File: src/rtl/run_ctrl_monitor.sv
// run_ctrl_monitor: sequences SoC core reset, counts run cycles, and watches
// per-hart halt levels (ANY/ALL policy) plus an optional cycle-limit timeout.
// Captures the cycle and PC at completion for host/bench reporting.
module run_ctrl_monitor #(
   parameter int NUM_HARTS  = 1,
   parameter int CNT_W      = 32,
   parameter int PC_W       = 48,
   parameter int RESET_HOLD = 4,
   parameter int HALT_MODE  = 0
) (
   input  logic                      clk,
   input  logic                      rst,
   input  logic                      start,
   input  logic [CNT_W-1:0]          max_cycles,
   input  logic [NUM_HARTS-1:0]      hart_halt,
   input  logic [NUM_HARTS*PC_W-1:0] hart_pc,
   output logic                      core_resetn,
   output logic                      running,
   output logic                      done,
   output logic                      timeout,
   output logic [CNT_W-1:0]          cycle_count,
   output logic [NUM_HARTS-1:0]      halt_mask,
   output logic [CNT_W-1:0]          halt_cycle,
   output logic [PC_W-1:0]           halt_pc,
   output logic [1:0]                state
);

   // A hold of zero would skip the reset pulse entirely; keep at least one cycle.
   localparam int          HOLD      = (RESET_HOLD < 1) ? 1 : RESET_HOLD;
   localparam logic [31:0] HOLD_LAST = 32'(HOLD - 1);

   typedef enum logic [1:0] {
      S_IDLE  = 2'd0,
      S_RESET = 2'd1,
      S_RUN   = 2'd2,
      S_DONE  = 2'd3
   } state_t;

   state_t               state_q;
   state_t               state_nxt;
   logic [CNT_W-1:0]     limit_q;
   logic [31:0]          hold_cnt;
   logic [NUM_HARTS-1:0] halt_m;
   logic                 start_acc;
   logic                 complete;
   logic                 limit_hit;

   assign state = state_q;

   // Saturating increment so a very long unlimited run never wraps to zero.
   function automatic logic [CNT_W-1:0] sat_inc(input logic [CNT_W-1:0] v);
      return (&v) ? v : v + 1'b1;
   endfunction

   // PC of the lowest-index hart whose halt bit is set.
   function automatic logic [PC_W-1:0] first_pc(input logic [NUM_HARTS-1:0]      h,
                                                input logic [NUM_HARTS*PC_W-1:0] pcs);
      logic [PC_W-1:0] r;
      r = '0;
      for (int i = NUM_HARTS - 1; i >= 0; i--) begin
         if (h[i]) r = pcs[i*PC_W +: PC_W];
      end
      return r;
   endfunction

   // State register.
   always_ff @(posedge clk or posedge rst) begin
      if (rst) state_q <= S_IDLE;
      else     state_q <= state_nxt;
   end

   // Next-state logic with completion/timeout decode; completion beats timeout.
   always_comb begin
      state_nxt = state_q;
      halt_m    = halt_mask | hart_halt;
      start_acc = start && ((state_q == S_IDLE) || (state_q == S_DONE));
      complete  = 1'b0;
      limit_hit = 1'b0;
      if (state_q == S_RUN) begin
         if (HALT_MODE == 0) complete = |halt_m;
         else                complete = &halt_m;
         limit_hit = (limit_q != '0) && (cycle_count >= limit_q) && !complete;
      end
      case (state_q)
         S_IDLE:  if (start_acc) state_nxt = S_RESET;
         S_RESET: if (hold_cnt == HOLD_LAST) state_nxt = S_RUN;
         S_RUN:   if (complete || limit_hit) state_nxt = S_DONE;
         S_DONE:  if (start_acc) state_nxt = S_RESET;
         default: state_nxt = S_IDLE;
      endcase
   end

   // Registered control outputs; core stays out of reset in DONE for inspection.
   always_ff @(posedge clk or posedge rst) begin
      if (rst) begin
         core_resetn <= 1'b0;
         running     <= 1'b0;
      end else begin
         core_resetn <= (state_nxt == S_RUN) || (state_nxt == S_DONE);
         running     <= (state_nxt == S_RUN);
      end
   end

   // Run datapath: clear on accepted start, accumulate and capture during RUN.
   always_ff @(posedge clk or posedge rst) begin
      if (rst) begin
         limit_q     <= '0;
         hold_cnt    <= '0;
         cycle_count <= '0;
         halt_mask   <= '0;
         done        <= 1'b0;
         timeout     <= 1'b0;
         halt_cycle  <= '0;
         halt_pc     <= '0;
      end else if (start_acc) begin
         limit_q     <= max_cycles;
         hold_cnt    <= '0;
         cycle_count <= '0;
         halt_mask   <= '0;
         done        <= 1'b0;
         timeout     <= 1'b0;
         halt_cycle  <= '0;
         halt_pc     <= '0;
      end else if (state_q == S_RESET) begin
         hold_cnt <= hold_cnt + 32'd1;
      end else if (state_q == S_RUN) begin
         halt_mask   <= halt_m;
         cycle_count <= sat_inc(cycle_count);
         if ((halt_mask == '0) && (hart_halt != '0))
            halt_pc <= first_pc(hart_halt, hart_pc);
         if (complete) begin
            done       <= 1'b1;
            halt_cycle <= cycle_count;
         end else if (limit_hit) begin
            done       <= 1'b1;
            timeout    <= 1'b1;
            halt_cycle <= cycle_count;
         end
      end
   end

endmodule

File: config.mk
export PLATFORM = sky130hd
export DESIGN_NAME = run_ctrl_monitor
export DESIGN_NICKNAME = d
export VERILOG_FILES = /design/src/rtl/run_ctrl_monitor.sv
export SDC_FILE = /design/constraint.sdc
export NUM_CORES = 1
export LEC_CHECK = 0
export ABC_CLOCK_PERIOD_IN_PS = 5700
export CAP_MARGIN = 20
export CORE_ASPECT_RATIO = 1.75
export CORE_MARGIN = 5
export CORE_UTILIZATION = 40
export DETAILED_ROUTE_END_ITERATION = 8
export PLACE_DENSITY = 0.69
export SLEW_MARGIN = 40
export SYNTH_ARGS = -nofsm -noshare
export SYNTH_HDL_FRONTEND = slang
export SYNTH_SLANG_ARGS = --single-unit
export TNS_END_PERCENT = 1
File: constraint.sdc
create_clock -name clk -period 5.7 [get_ports clk]
set_input_delay 0.57 -clock clk [delete_from_list [all_inputs] [get_ports clk]]
set_output_delay 0.57 -clock clk [all_outputs]
set_load 0.02 [all_outputs]
==> metrics.md <==
| Metric | Value |
|---|---|
| Core area | `22,000 sq um` |
| R2R setup slack | `2.25 ns` |
| Hold Path Class | `register to register` |
| Crit Path Max Fanout | `20` |
| Hold depth | `2` |
| CTS max path bufs | `2` |
| Number of synthesized flops with an enable pin | `0` |
| Buffers on Ports | `202` |
| Setup violators final | `0` |
| Register area share after synthesis | `51.6%` |
| Max Transition Viols Final | `0` |
| Hpwl dp | `17.9 mm` |
| H-tree levels | `4` |
| Num Clock Sinks | `183` |
| Mapped Cells | `953` |
| CP Launch Type | `register` |
| Pwr Density | `393 nW/um^2` |
| Placer Congestion | `0.883` |
| Flop pwr share | `37.4%` |
| CTS Hold Bufs | `0` |
| Root Buffer | `clkbuf_16` |
| CTS tree | `done` |
| Clk pwr share | `29.3%` |
| Drt total wl | `24.0 mm` |
| Placed inst area | `11,100 sq um` |
| Switch Pwr | `1.64 mW` |
| TNS Setup | `0 ns` |
| Max incr delay on CP | `0.61 ns` |
| Post-DR wirelength/cell | `16.5 microns` |
| Largest net degree at the start of global routing | `98` |
| Family with the most delay on the worst path | `compound AO/OA/AOI/OAI gates` |
| Final net count | `1,263` |
| Die W | `123 microns` |
| GRT Util Overall | `19.5%` |
| Utilization after layout | `53.9%` |
| Cell variety after synth | `42` |
| Starting density of the core | `40.4%` |
| Initial antenna violation count | `1` |
| # Post-CTS Setup Buffers | `0` |
| Fin. Hold Viols | `0` |
| Worst-path cell chain | `ha_1 -> nand4_1 -> or4_1 -> a221o_1 -> a31oi_1 -> nor3_1 -> a31oi_4 -> buf_4 -> mux2i_1` |
| Clock skew | `0.00814 ns` |
| Synth Warn # | `0` |
| Die Span Y | `207 microns` |
| Area grow syn2layout | `33.4%` |
| Fmax | `290 MHz` |
| Crit. path cell count | `9` |
| IO Count | `203` |
| Int Power | `3.01 mW` |
| TritonRoute pass-1 iters | `5` |
| DR iter-0 viols | `358` |
| Total grt overflow | `0` |
| WP data arrival | `3.81 ns` |
| First-pass GRT wire length | `38.8 mm` |
| Vias in the first global route | `7,487` |
| Die area | `25,400 sq um` |
| Avg Cell Area, Syn | `9.31 sq um` |
| Worst-path clk slew | `0.07 ns` |
| Pleak | `5.13 nW` |
| Maximum vdd ir drop | `248 uV` |
| Prevailing post-synth register cell | `dfrtp_1` |
| Net Sw Frac | `35.3%` |
| CP required | `6.06 ns` |
| Total number of vias | `7,197` |
| Remaining DRCs | `0` |
| Crit path kind | `register to register` |
| Final ANT Viol Nets | `0` |
| Share of cells above drive strength 1 | `4.50%` |
| Crit. End Element | `register` |
| Max-cap viol count | `0` |
| Ys async rst share | `100%` |
| Final worst path period need | `3.45 ns` |
| Mapped Nets | `1,073` |
| Post-cts repair resize count | `0` |
| Slowest cell on crit path | `a31oi_4` |
| Worst skew pair latency | `0.44 ns` |
| Logic gate share of total power | `33.4%` |
| Final Instance Area | `11,800 sq um` |
| Buf/Inv on CP | `1` |
| Inserted Clock Buffers | `17` |
| Yosys reg bits | `183` |
| RSZ-0062 raised after global routing | `false` |
| FF-to-FF path depth | `9` |
| Max_slew headroom | `44.6%` |
| Period Utilization, post-route | `60.4%` |
| Vias per cell | `4.95` |
| Rows | `72` |
| Status | `finished, final reports clean` |
| Worst slew pin tran | `0.822 ns` |
| Synthesized cell area | `8870 sq um` |
==> routing by layer <==
layer  vias up  routed length (microns)  track usage (%)
li1       3520                        -                -
met1      3425                     8860             21.3
met4         0                     1100             10.0
met3        60                     1130             3.93
met5         -                        0                0
met2       192                    12900             34.8
==> layout by cell type (no fill, tap or decap), drive strengths merged, types with 32 or more instances in the layout <==
cell	instances
o21ai	95
inv	87
dfrtp	183
nand2	202
mux2i	33
xor2	32
clkdlybuf4s50	202
ha	36
nor2	76
==> kinds of logic after synthesis <==
family	Yosys count	synth area share, %
xor+xnor	56	5.53
compound gates	133	8.70
flops	183	51.6
fa+ha+maj	36	5.08
mux	34	3.89
buf+inv	122	5.71
simple gates	389	19.5
==> path summary, 6_finish.rpt <==
path / startpoint / endpoint
max: cycle_count[13] / halt_cycle[8]
min: halt_pc[23] / halt_pc[23]
max reg2reg: cycle_count[13] / halt_cycle[8]
min reg2reg: halt_pc[23] / halt_pc[23]
max in group asynchronous: rst / cycle_count[11]
min in group asynchronous: rst / halt_pc[13]
==> Yosys cell counts (2+ instances only) <==
master | number | share of area [%]
xnor2_1 | 24 | 2.4
nor2b_1 | 6 | 0.42
a21o_1 | 4 | 0.34
nand4_1 | 20 | 1.4
buf_12 | 3 | 0.68
nand2_1 | 202 | 8.5
a31oi_1 | 2 | 0.14
nor3_1 | 8 | 0.45
mux2i_1 | 33 | 3.7
or3_1 | 7 | 0.49
clkbuf_1 | 31 | 1.3
nor4_1 | 17 | 1.2
a32oi_1 | 2 | 0.20
ha_1 | 36 | 5.1
dfrtp_1 | 183 | 52
o21ai_0 | 95 | 5.4
and2_1 | 8 | 0.56
nor2_1 | 76 | 3.2
a221oi_1 | 2 | 0.20
buf_1 | 5 | 0.21
a21oi_1 | 17 | 0.96
nand3_1 | 24 | 1.4
o31ai_1 | 2 | 0.17
a211oi_1 | 2 | 0.17
and4_1 | 5 | 0.49
and3_1 | 6 | 0.42
xor2_1 | 32 | 3.2
inv_1 | 83 | 3.5
or4_1 | 5 | 0.42
==> tightest hold or removal path: stages (launching register included) <==
cell and delay [ns]:
dfrtp_1 0.34, nand2_1 0.04, o21ai_0 0.06
==> state kept, by name, summed over array words and instances, names as in the netlist, 2 cells and up <==
register,flops
limit_q,32
state,2
halt_pc,48
halt_cycle,32
cycle_count,32
hold_cnt,32
==> power by group through the flow <==
stage	Combinational, mW	Sequential, mW	Clock, mW
after floorplan	0.795	1.91	0
after global placement	1.53	1.76	0
after detailed placement	1.56	1.76	0
after CTS	1.57	1.74	1.39
after global routing	1.72	1.78	1.44
final	1.55	1.74	1.36
==> per-stage QoR <==
step	instances	setup slack, ns	hold slack (ns)	total power [mW]
global route	1453	2.05	0.508	4.94
global placement	1420	2.20	0.462	3.29
detailed placement	1420	2.13	0.469	3.33
CTS	1452	2.21	0.484	4.70
finish	1453	2.25	0.478	4.65
floorplan	953	0.158	0.472	2.71
==> layout make-up <==
type,instances,area [sq um]
Tap cell,296,370
Inverter,83,319
Multi-Input combinational cell,648,3800
Clock inverter,14,240
Timing Repair Buffer,210,2090
Antenna cell,1,2.50
Clock buffer,18,439
Sequential cell,183,4580
Fill cell,2017,10100
(Power assumes the default switching activity.)
